## src/rtl/apb_req_arbiter_pkg.sv

```systemverilog
// Shared types and defaults for the multi-requester APB master.
// The request latch is sized by the APB bus defaults below.
package apb_req_arbiter_pkg;

   localparam int APB_ADDR_W  = 32;
   localparam int APB_DATA_W  = 32;
   localparam int TIMEOUT_DEF = 16;
   localparam int TMO_CNT_W   = $clog2(TIMEOUT_DEF);

   typedef enum logic [1:0] {
      IDLE   = 2'd0,
      SETUP  = 2'd1,
      ACCESS = 2'd2,
      RESP   = 2'd3
   } apb_state_e;

   typedef struct packed {
      logic                  write;
      logic [APB_ADDR_W-1:0] addr;
      logic [APB_DATA_W-1:0] wdata;
   } apb_req_t;

   // Wrapping increment of a requester index.
   function automatic int rr_next(input int idx, input int n);
      return (idx >= n - 1) ? 0 : idx + 1;
   endfunction

endpackage

```

## src/rtl/apb_req_arbiter_rr.sv

```systemverilog
// Round-robin picker: first requester at or after the pointer, wrapping.
// The pointer moves to one past the served index when en pulses.
module apb_req_arbiter_rr
   import apb_req_arbiter_pkg::*;
#(
   parameter int N  = 4,
   parameter int IW = $clog2(N)
) (
   input  logic          clk,
   input  logic          rst,
   input  logic [N-1:0]  req,
   input  logic          en,
   input  logic [IW-1:0] cur_idx,
   output logic [N-1:0]  grant,
   output logic [IW-1:0] grant_idx,
   output logic          any
);

   logic [IW-1:0] ptr_r;

   // Rotated priority search starting at the pointer.
   always_comb begin
      grant     = {N{1'b0}};
      grant_idx = {IW{1'b0}};
      any       = 1'b0;
      for (int i = 0; i < N; i++) begin
         int  j;
         logic hit;
         j   = int'(ptr_r) + i;
         j   = (j >= N) ? j - N : j;
         hit = req[j] && !any;
         grant[j]  = hit;
         grant_idx = hit ? IW'(j) : grant_idx;
         any       = any | hit;
      end
   end

   // Pointer register, advanced once per completed transfer.
   always_ff @(posedge clk) begin
      if (rst) begin
         ptr_r <= {IW{1'b0}};
      end else if (en) begin
         ptr_r <= IW'(rr_next(int'(cur_idx), N));
      end else begin
         ptr_r <= ptr_r;
      end
   end

endmodule

```

## src/rtl/apb_req_arbiter.sv

```systemverilog
// Multi-requester APB master: round-robin grant, one SETUP/ACCESS transfer
// at a time, with PREADY wait states and a forced-error timeout.
module apb_req_arbiter
   import apb_req_arbiter_pkg::*;
#(
   parameter int ADDR_WIDTH = APB_ADDR_W,
   parameter int DATA_WIDTH = APB_DATA_W,
   parameter int NUM_REQ    = 4,
   parameter int TIMEOUT    = TIMEOUT_DEF
) (
   input  logic                          PCLK,
   input  logic                          PRESET,
   input  logic [NUM_REQ-1:0]            req_valid,
   input  logic [NUM_REQ-1:0]            req_write,
   input  logic [NUM_REQ*ADDR_WIDTH-1:0] req_addr,
   input  logic [NUM_REQ*DATA_WIDTH-1:0] req_wdata,
   output logic [NUM_REQ-1:0]            req_ready,
   output logic [NUM_REQ-1:0]            rsp_valid,
   output logic [DATA_WIDTH-1:0]         rsp_rdata,
   output logic                          rsp_err,
   output logic                          PSEL,
   output logic                          PENABLE,
   output logic [ADDR_WIDTH-1:0]         PADDR,
   output logic                          PWRITE,
   output logic [DATA_WIDTH-1:0]         PWDATA,
   input  logic [DATA_WIDTH-1:0]         PRDATA,
   input  logic                          PREADY,
   input  logic                          PSLVERR
);

   localparam int IDX_W = $clog2(NUM_REQ);
   localparam int CNT_W = $clog2(TIMEOUT);

   apb_state_e           state_r, state_s;
   apb_req_t             req_r, req_sel_s;
   logic [IDX_W-1:0]     gidx_r, grant_idx_s;
   logic [NUM_REQ-1:0]   grant_s;
   logic                 any_s;
   logic                 adv_s;
   logic                 tmo_s;
   logic [CNT_W-1:0]     cnt_r;
   logic                 psel_r, penable_r, rsp_err_r;
   logic [NUM_REQ-1:0]   rsp_valid_r;
   logic [DATA_WIDTH-1:0] rsp_rdata_r;

   apb_req_arbiter_rr #(.N(NUM_REQ), .IW(IDX_W)) u_rr (
      .clk       (PCLK),
      .rst       (PRESET),
      .req       (req_valid),
      .en        (adv_s),
      .cur_idx   (gidx_r),
      .grant     (grant_s),
      .grant_idx (grant_idx_s),
      .any       (any_s)
   );

   assign adv_s = (state_r == RESP);
   assign tmo_s = (cnt_r == CNT_W'(TIMEOUT - 1));

   // The accept pulse must coincide with the IDLE cycle that sees req_valid,
   // so it is the only output decoded combinationally.
   assign req_ready = (state_r == IDLE && !PRESET) ? grant_s : {NUM_REQ{1'b0}};

   assign PSEL      = psel_r;
   assign PENABLE   = penable_r;
   assign PADDR     = req_r.addr;
   assign PWRITE    = req_r.write;
   assign PWDATA    = req_r.wdata;
   assign rsp_valid = rsp_valid_r;
   assign rsp_rdata = rsp_rdata_r;
   assign rsp_err   = rsp_err_r;

   // Fields of the currently winning requester.
   always_comb begin
      req_sel_s.write = req_write[grant_idx_s];
      req_sel_s.addr  = req_addr[int'(grant_idx_s)*ADDR_WIDTH +: ADDR_WIDTH];
      req_sel_s.wdata = req_wdata[int'(grant_idx_s)*DATA_WIDTH +: DATA_WIDTH];
   end

   // Next-state decode.
   always_comb begin
      state_s = state_r;
      case (state_r)
         IDLE: begin
            if (any_s) state_s = SETUP;
            else       state_s = IDLE;
         end
         SETUP:  state_s = ACCESS;
         ACCESS: begin
            if (PREADY || tmo_s) state_s = RESP;
            else                 state_s = ACCESS;
         end
         RESP:    state_s = IDLE;
         default: state_s = IDLE;
      endcase
   end

   // State, request latch, wait counter and registered APB/response outputs.
   always_ff @(posedge PCLK) begin
      if (PRESET) begin
         state_r     <= IDLE;
         req_r       <= '0;
         gidx_r      <= {IDX_W{1'b0}};
         cnt_r       <= {CNT_W{1'b0}};
         psel_r      <= 1'b0;
         penable_r   <= 1'b0;
         rsp_valid_r <= {NUM_REQ{1'b0}};
         rsp_rdata_r <= {DATA_WIDTH{1'b0}};
         rsp_err_r   <= 1'b0;
      end else begin
         state_r <= state_s;
         case (state_r)
            IDLE: begin
               if (any_s) begin
                  req_r  <= req_sel_s;
                  gidx_r <= grant_idx_s;
                  psel_r <= 1'b1;
               end else begin
                  psel_r <= 1'b0;
               end
               penable_r <= 1'b0;
            end
            SETUP: begin
               penable_r <= 1'b1;
               cnt_r     <= {CNT_W{1'b0}};
            end
            ACCESS: begin
               if (PREADY) begin
                  psel_r      <= 1'b0;
                  penable_r   <= 1'b0;
                  rsp_valid_r <= NUM_REQ'(1'b1) << gidx_r;
                  rsp_rdata_r <= req_r.write ? {DATA_WIDTH{1'b0}} : PRDATA;
                  rsp_err_r   <= PSLVERR;
               end else if (tmo_s) begin
                  psel_r      <= 1'b0;
                  penable_r   <= 1'b0;
                  rsp_valid_r <= NUM_REQ'(1'b1) << gidx_r;
                  rsp_rdata_r <= {DATA_WIDTH{1'b0}};
                  rsp_err_r   <= 1'b1;
               end else begin
                  cnt_r <= cnt_r + CNT_W'(1);
               end
            end
            RESP: begin
               rsp_valid_r <= {NUM_REQ{1'b0}};
               rsp_rdata_r <= {DATA_WIDTH{1'b0}};
               rsp_err_r   <= 1'b0;
            end
            default: begin
               psel_r    <= 1'b0;
               penable_r <= 1'b0;
            end
         endcase
      end
   end

endmodule
```

## config.mk

```make
export PLATFORM = sky130hd
export DESIGN_NAME = apb_req_arbiter
export DESIGN_NICKNAME = d
export VERILOG_FILES = /design/src/rtl/apb_req_arbiter_pkg.sv /design/src/rtl/apb_req_arbiter_rr.sv /design/src/rtl/apb_req_arbiter.sv
export SDC_FILE = /design/constraint.sdc
export NUM_CORES = 1
export LEC_CHECK = 0
export CORE_AREA = 2 2 156 158
export DETAILED_ROUTE_END_ITERATION = 6
export DIE_AREA = 0 0 158 160
export PLACE_DENSITY = 0.74
export SLEW_MARGIN = 10
export SYNTH_ARGS = -nofsm -noshare
export SYNTH_HDL_FRONTEND = slang
export SYNTH_HIERARCHICAL = 1
export SYNTH_SLANG_ARGS = --single-unit
```

## constraint.sdc

```tcl
create_clock -name PCLK -period 2.9 [get_ports PCLK]
set_input_delay 0.58 -clock PCLK [delete_from_list [all_inputs] [get_ports PCLK]]
set_output_delay 0.58 -clock PCLK [all_outputs]
set_load 0.005 [all_outputs]
```

Word level (Yosys, flattened, before mapping):

Index checks and enable logic that the tools add are counted.
W data, S select, Z words.

* $add $sub $neg: 9
* order comparisons: 14
* equal/unequal tests: 7
* shift-type cells: 3
* muxes and demuxes: 56
* bitwise logic cells: 4
* reduce and logical (&&, ||, !) cells: 23

Operator list (count)
* $shiftx A128 B8 Y32: 2
* $mux W32: 7
* $ge A32 B1 Y1 const B: 4
* $lt A32 B4 Y1 const B: 4
* $ge A32 B4 Y1 const B: 3
* $sub A32 B4 Y32 const B: 3
* $pmux W32 S2: 1
* $mux W1: 20
* $mux W4: 5
* $pmux W4 S2: 2
* $bwmux W4: 3
* $bmux W1 S2: 5
* $mux W2: 5
* $demux W1 S2: 4
* $logic_and A1 B1 Y1: 8
* $pmux W2 S4: 1
* $reduce_and A2 Y1: 4
* $add A2 B2 Y3 const B: 2
* $reduce_bool A2 Y1: 3
* $add A4 B1 Y4 const B: 1
* $and A4 B4 Y4: 1
* $eq A2 B2 Y1 const B: 2
* $eq A4 B4 Y1 const B: 1
* $logic_not A1 Y1: 4
* other kinds (17): 21

* register bits: 114
* input port bits: 300
* output and inout port bits: 108
* word-level logic and storage cells: 128

Depth between registers and ports, before layout:

Gate-level depths: netlist of run 1.

* depth after elaboration: 16
* gate-level depth with buffers: 12
* mapped depth without buffers: 8

Hierarchy:

Netlist of run 1, hierarchy kept.

By module, submodules not included
* apb_req_arbiter: instances 1, cells an instance 392, area an instance 5317.6 µm², sequential area each 2242.2 µm²
* apb_req_arbiter_rr: instances 1, cells an instance 70, area an instance 588.1 µm², sequential area each 40.0 µm²

Worst setup path after synthesis of run 1:

OpenSTA, ideal clock, no wires.

* kind: reg-to-output
* start: reg u_rr.ptr_r[0]
* end: out req_ready[1]
* arrival time: 2.569 ns
* required time: 2.320 ns
* setup slack: -0.249 ns
* stages on the path, launching flop included: 10
* buffers on the path: 2
* cell sequence: dfxtp_1 -> buf_6 -> inv_1 -> ha_1 -> clkbuf_1 -> mux4_2 -> or4b_4 -> a22o_1 -> a21oi_1 -> and3_1

* word-level cells in the longest chain between the ends: 15
* elaborated cells between the ends (all ways): 60

RTL lines
* start, declared: RTL line apb_req_arbiter_rr.sv:19 `logic [IW-1:0] ptr_r;`
* start signal, assigned: RTL line apb_req_arbiter_rr.sv:41 `ptr_r <= {IW{1'b0}};`
* start signal, assigned: RTL line apb_req_arbiter_rr.sv:43 `ptr_r <= IW'(rr_next(int'(cur_idx), N));`
* start signal, assigned: RTL line apb_req_arbiter_rr.sv:45 `ptr_r <= ptr_r;`
* branches (longest 13 deep; another with $sub A32 B4 Y32)
* $bwmux W4 *: RTL line apb_req_arbiter_rr.sv:32 `grant[j] = hit;`
* net grant_s[1]: RTL line apb_req_arbiter.sv:37 `logic [NUM_REQ-1:0] grant_s;`
* $mux W4 *: RTL line apb_req_arbiter.sv:62 `assign req_ready = (state_r == IDLE && !PRESET) ? grant_s : {NUM_REQ{1'b0}};`
* end, declared: RTL line apb_req_arbiter.sv:17 `output logic [NUM_REQ-1:0] req_ready,`

Mark *: on every way through the listed nets, which the timed path passes. The select of a mux whose other input is x is not followed.

Worst setup path after layout of run 1:

* start: reg u_rr.ptr_r[0]
* end: out req_ready[3]

Same word-level chain as after synthesis.

==> flow_summary.json, run 1 <==
{
  "synth_fa_ha_area_frac": 0.02966,
  "grt_start_max_net_pins": 46,
  "clock-root-buffer": "clkbuf_16",
  "die_area_um2": 25280,
  "grt_pass1_vias": 6399,
  "drc": 0,
  "core_um2": 23820,
  "nets": 1229,
  "p_leak_nw": 4.374,
  "max_freq_ghz": 0.3088,
  "pin_count": 408,
  "fin_area_um2": 11700,
  "required_ns": 2.32,
  "worst_slack_ns": -0.3386,
  "crit_chain": "buf_6 -> mux4_2 -> or4b_4 -> buf_6 -> a221oi_2 -> and3_1 -> buf_2",
  "synth_top_area_frac": 0.3864,
  "grt-busiest-layer": "met2",
  "yosys_most_used_dff": "dfxtp_1",
  "hold_viol": 0,
  "cts_tree": "done",
  "critPathBufInv": 3,
  "layout.cells.non_filler": 1255,
  "violations": "setup timing",
  "grtUsageMet3": 0.06459,
  "clk_pin_slew_worst_paths_ns": 0.06,
  "setup_viol": 6,
  "slowest_delay_ns": 0.59,
  "cellPowerDensity_nw_per_um2": 734.6,
  "initial_core_util": 0.2479,
  "min_period_over_period": 1.117,
  "clk_latency_ns": 0.41,
  "dp.cells": 1198,
  "max-slew-margin-rel": 0.6793,
  "antenna_found_initial": 5,
  "syn-mean-instance-area_um2": 12.78,
  "yosys-top-cells-count": "114 x dfxtp_1, 69 x mux4_2, 67 x a22o_1",
  "clock_skew_ns": 0.01176,
  "synth_compound_area_frac": 0.1975,
  "ir_drop_v": 0.0003107,
  "ys_top_cells_by_area": "dfxtp_1 39%, mux4_2 26%, a22o_1 9.9%",
  "grt_first_pass_wirelength_mm": 36.78,
  "gp_congestion": 0.8363,
  "rows": 57,
  "synth-simple-area-share": 0.05551,
  "synth_top_family_by_area": "multiplexers",
  "grt-ovfl-total": 0,
  "clockBufferDepth": 2,
  "synth-async-reset-ratio": 0,
  "h-tree-depth": 4,
  "synth_cell_types": 45,
  "hold-worst-slack_ns": 0.4592,
  "crit_fanout": 4,
  "grt_use_met2": 0.3370,
  "syn_inst": 462,
  "cp.arrival_ns": 2.66,
  "numCtsBuffers": 17,
  "ys_seq_area_frac": 0.3864,
  "routedWlPerCell_um": 20.22,
  "synth.most_common_cell": "dfxtp_1",
  "postLayoutCoreUtil": 0.4910,
  "met1_usage": 0.2222,
  "cp-start-kind": "register",
  "die_w_um": 158,
  "muxShareOfSynthArea": 0.2786,
  "startpoint": "u_rr/ptr_r[0]",
  "rsz0062_at_grt": "true",
  "synthesis.nets": 776,
  "hold_class": "reg2reg",
  "tightest_slew_ns": 0.4811,
  "worstHoldStart": "rsp_valid[3]",
  "drive_gt1_frac": 0.2157,
  "min_period_ns": 3.239,
  "place_area_um2": 10720,
  "cts_sinks": 114,
  "rr_startpoint": "u_rr/ptr_r[0]",
  "crit_family": "simple AND/OR/NAND/NOR gates",
  "synth_top_area_cell": "dfxtp_1",
  "num_vias": 6085,
  "dp_hpwl_mm": 19.25,
  "synth_warnings": 6,
  "place_ws_ns": -0.8544,
  "cpMaxStageDelayCell": "or4b_4",
  "syn2layout_area_growth_pct": 98.03,
  "drt_wl_total_mm": 25.38,
  "synth_xor_area_frac": 0,
  "ant_nets": 0,
  "fp.dieH_um": 160,
  "cpMostUsedCell": "buf_6",
  "finalPower_mw": 8.592,
  "endpoint_kind": "output pin",
  "drt_iter0_drc": 310,
  "netlist_area_um2": 5906,
  "status": "finished, violations left",
  "drtPass1Iterations": 4,
  "cap_violations": 0,
  "path_class": "reg2out",
  "portBuffers": 407,
  "synth_edf_count": 0,
  "fin_tns_setup_ns": -1.069,
  "ys_ff_latch": 114,
  "groute.usage.overall": 0.1943,
  "viasPerCell": 4.849,
  "drv_slew": 0
}
-- path summary, 6_finish.rpt --
kind	end	slack (ns)	depth (start not counted)
setup reg to reg	PADDR[10]	0	12
hold reg to reg	rsp_valid[3]	0.46	2
hold / removal	rsp_valid[3]	0.46	2
setup / recovery	req_ready[3]	-0.34	7
-- final cells by class --
type | count | area (um2)
Clock inverter | 11 | 106.4
Clock buffer | 20 | 466.7
Antenna cell | 4 | 10.01
Inverter | 11 | 46.29
Sequential cell | 114 | 2287
Timing Repair Buffer | 480 | 4940
Fill cell | 2150 | 12130
Multi-Input combinational cell | 291 | 3433
Tap cell | 324 | 405.4
-- worst min-delay path, delay by kind of cell (launching register included) --
family	cells	cell delay (ns)
DFF	1	0.31
muxes	1	0.05
and+or+nand+nor	1	0.05
-- report_power, final --
group / switching, mW / internal [mW] / total [mW]
clock: 0.761 / 1.24 / 2.00
combinational: 1.61 / 2.68 / 4.29
sequential: 0.286 / 2.02 / 2.30
total: 2.65 / 5.94 / 8.59
-- state kept, by name, summed over array words and instances, names as in the netlist --
signal      count
gidx_r          2
PENABLE         1
rsp_rdata      32
PWDATA         32
PWRITE          1
rsp_err         1
PADDR          32
u_rr/ptr_r      2
state_r         2
PSEL            1
cnt_r           4
rsp_valid       4
-- placed cells by master (no fill, tap or decap), types with 2 or more instances in the layout --
cell type | Yosys | routed
o21ai_0 | 5 | 3
mux2i_1 | 8 | 8
a21oi_4 | 0 | 2
o211ai_1 | 3 | 3
nor2_1 | 11 | 10
clkinvlp_4 | 0 | 6
a21oi_1 | 11 | 8
inv_1 | 11 | 8
inv_4 | 0 | 2
buf_2 | 28 | 4
buf_4 | 2 | 36
ha_1 | 14 | 13
buf_12 | 0 | 15
clkinv_4 | 0 | 2
a31o_2 | 2 | 2
nand3b_1 | 2 | 2
buf_8 | 0 | 4
clkbuf_8 | 0 | 3
o221ai_1 | 2 | 2
dlygate4sd2_1 | 0 | 4
buf_6 | 7 | 14
a32o_1 | 33 | 33
nand3_1 | 7 | 7
clkbuf_16 | 0 | 20
nand2_1 | 22 | 22
clkdlybuf4s50_1 | 0 | 399
dfxtp_1 | 114 | 112
diode_2 | 0 | 4
and3_1 | 5 | 5
a22o_1 | 67 | 67
mux4_2 | 69 | 69
nor2b_1 | 7 | 6
-- per-layer routing --
layer,vias up,part of all wire
li1,2813,-
met1,2948,0.38
met2,292,0.51
met3,30,0.093
met4,2,0.018
met5,-,0.00063
-- cells by family after synthesis --
logic type | after synthesis
multiplexers | 78
buffers and inverters | 57
AND/OR/NAND/NOR | 63
adder cells (fa/ha/maj) | 14
flip-flops | 114
AO/OA/AOI/OAI | 136
-- what timing repair did --
action / 4_1_cts / 5_1_grt
setup buffers: 15 / 6
gates cloned: 2 / 3
pin swaps: 13 / 9
setup endpoints to repair: 69 / 66
hold buffers: 0 / 0
gates resized for setup: 51 / 15
Power figures use the tool's default switching activity.
==> run 2: changes to the inputs <==
--- a/config.mk
+++ b/config.mk
@@ -9,7 +9,7 @@
 export DETAILED_ROUTE_END_ITERATION = 6
 export DIE_AREA = 0 0 158 160
 export PLACE_DENSITY = 0.74
-export SLEW_MARGIN = 10
+export SLEW_MARGIN = 20
 export SYNTH_ARGS = -nofsm -noshare
 export SYNTH_HDL_FRONTEND = slang
 export SYNTH_HIERARCHICAL = 1
==> results of run 2 <==
Same layout as run 1: the final DEF is identical, and so are final timing and power.
==> run 3: changes to the inputs <==
--- a/config.mk
+++ b/config.mk
@@ -5,10 +5,12 @@
 export SDC_FILE = /design/constraint.sdc
 export NUM_CORES = 1
 export LEC_CHECK = 0
-export CORE_AREA = 2 2 156 158
+export CELL_PAD_IN_SITES_DETAIL_PLACEMENT = 0
+export CELL_PAD_IN_SITES_GLOBAL_PLACEMENT = 1
+export CORE_MARGIN = 1.5
+export CORE_UTILIZATION = 24
 export DETAILED_ROUTE_END_ITERATION = 6
-export DIE_AREA = 0 0 158 160
-export PLACE_DENSITY = 0.74
+export PLACE_DENSITY = 0.9
 export SLEW_MARGIN = 20
 export SYNTH_ARGS = -nofsm -noshare
 export SYNTH_HDL_FRONTEND = slang
==> run 3 against run 2 <==
Effect of this change:
- worst setup slack worse by 0.047 ns
- the run still ends with setup timing left
- design area is 1.9% lower
- worst hold slack better by 0.0064 ns
- register-to-register slack better by 0.02 ns
- total power is 0.68% lower
- cell count is 0.80% lower
- first-iteration DRC count is 5.8% higher
- clock skew hardly changed
- core utilization is 1.8 points lower
- largest cell class unchanged
==> flow_summary.json, run 3 (synthesis gave the netlist of run 1 again) <==
{
  "status": "finished, violations left",
  "violations": "setup timing",
  "hold_class": "reg2reg",
  "die_w_um": 159.9,
  "nets": 1220,
  "ant_nets": 0,
  "h-tree-depth": 4,
  "routedWlPerCell_um": 20.41,
  "min_period_ns": 3.286,
  "drt_wl_total_mm": 25.41,
  "tightest_slew_ns": 0.4869,
  "syn2layout_area_growth_pct": 94.32,
  "antenna_found_initial": 3,
  "hold_viol": 0,
  "setup_viol": 4,
  "cellPowerDensity_nw_per_um2": 743.6,
  "cts_sinks": 114,
  "dp_hpwl_mm": 20.02,
  "grt_first_pass_wirelength_mm": 37.92,
  "worst_slack_ns": -0.3857,
  "grt_start_max_net_pins": 46,
  "required_ns": 2.32,
  "layout_commonest_cell": "clkdlybuf4s50_1",
  "die_area_um2": 25560,
  "postLayoutCoreUtil": 0.4733,
  "clk_pin_slew_worst_paths_ns": 0.06,
  "core_um2": 24250,
  "pin_count": 408,
  "wl_met1_mm": 9.889,
  "max_freq_ghz": 0.3044,
  "grt-ovfl-total": 0,
  "cts_tree": "done",
  "dr_wl_met3_mm": 1.885,
  "cap_violations": 0,
  "drv_slew": 0,
  "critPathBufInv": 3,
  "portBuffers": 407,
  "crit_family": "simple AND/OR/NAND/NOR gates",
  "grt_pass1_vias": 6494,
  "fp.dieH_um": 159.9,
  "crit_end": "req_ready[3]",
  "place_ws_ns": -0.8241,
  "initial_core_util": 0.2436,
  "drive_gt1_frac": 0.2067,
  "ff2ff_setup_slack_ns": 0.02,
  "clk_latency_ns": 0.41,
  "gp_congestion": 0.8340,
  "min_period_over_period": 1.133,
  "clockBufferDepth": 2,
  "crit_fanout": 7,
  "max-slew-margin-rel": 0.6754,
  "crit_chain": "inv_4 -> ha_4 -> mux4_2 -> or4b_4 -> buf_6 -> a221oi_2 -> and3_1 -> buf_2",
  "fin_tns_setup_ns": -1.440,
  "path_class": "reg2out",
  "drtPass1Iterations": 5,
  "rr_worst_depth": 10,
  "top_layer": "met5",
  "worst-path-stages": 8,
  "viasPerCell": 4.950,
  "drc": 0,
  "endpoint_kind": "output pin",
  "numCtsBuffers": 17,
  "n_fill_cell": 2223,
  "num_vias": 6163,
  "groute.usage.overall": 0.1948,
  "clock-root-buffer": "clkbuf_16",
  "drt_iter0_drc": 328,
  "clock_skew_ns": 0.01162,
  "layout.cells.most_common_list": "399 x clkdlybuf4s50_1, 112 x dfxtp_1, 69 x mux4_2, 67 x a22o_1, 48 x buf_4",
  "wl_met2_mm": 13.06,
  "cpMaxStageDelayCell": "or4b_4",
  "p_leak_nw": 4.297,
  "cp-start-kind": "register",
  "hold-worst-slack_ns": 0.4657,
  "rsz0062_at_grt": "true",
  "rr_endpoint": "PWDATA[11]",
  "rows": 57,
  "ir_drop_v": 0.0003370,
  "rr_startpoint": "u_rr/ptr_r[0]",
  "startpoint": "u_rr/ptr_r[0]",
  "cp.arrival_ns": 2.71,
  "slowest_delay_ns": 0.55
}
run 3: stage by stage:
step	total power, mW	instances	area (um2)
final	8.533	1245	11480
after global routing	9.010	1245	11480
after CTS	8.579	1240	11400
after detailed placement	6.217	1193	10640
after global placement	6.158	1193	10640
after floorplan	4.172	462	5933
run 3: how the worst min path moves through the flow:
stage,start,end,slack (ns),cells past startpoint
2_1_floorplan,PENABLE,PENABLE,0.45,2
6_report,rsp_valid[2],rsp_valid[2],0.47,2
3_3_place_gp,rsp_valid[2],rsp_valid[2],0.46,2
4_1_cts,rsp_valid[2],rsp_valid[2],0.47,2
5_1_grt,rsp_valid[3],rsp_valid[3],0.49,2
3_5_place_dp,rsp_valid[2],rsp_valid[2],0.46,2
run 3: what timing repair did:
item | in CTS | in global routing
resized for setup | 30 | 9
pin swaps | 6 | 2
endpoints found under the setup margin | 69 | 68
hold buffers | 0 | 0
endpoints found under the hold margin | 0 | 0
buffers inserted | 15 | 3
run 3: power by group:
| group | internal, mW | switching (mW) | leakage [nW] | total, mW |
|---|---|---|---|---|
| Sequential | 2.01 | 0.319 | 0.936 | 2.33 |
| Combinational | 2.47 | 1.54 | 3.06 | 4.01 |
| Clock | 1.39 | 0.802 | 0.299 | 2.19 |
| Total | 5.87 | 2.66 | 4.30 | 8.53 |
run 3: layout make-up:
| cell class | instances | area, um2 | share of cell area |
|---|---|---|---|
| diodes | 2 | 5.005 | 0.0004361 |
| clock buffers | 19 | 442.9 | 0.03860 |
| clock inverters | 13 | 172.7 | 0.01505 |
| inverters | 11 | 43.79 | 0.003816 |
| multi-input cells | 291 | 3420 | 0.2980 |
| flip-flops and latches | 114 | 2287 | 0.1993 |
| well taps | 324 | 405.4 | 0.03532 |
| repair buffers | 471 | 4700 | 0.4095 |
run 3: per-layer routing:
layer,vias to the layer above,GRT usage
met5,-,0
met4,2,0.06330
met3,34,0.05844
met2,300,0.3489
met1,3040,0.2209
li1,2787,-
run 3: worst register-to-register path: stages (launching register included):
cell and delay (ns):
dfxtp_4 0.41, buf_6 0.11, mux4_2 0.53, buf_4 0.18
and2b_1 0.14, o21ai_0 0.27, o31ai_4 0.13, buf_12 0.17
buf_12 0.16, mux4_2 0.43, a22o_1 0.23
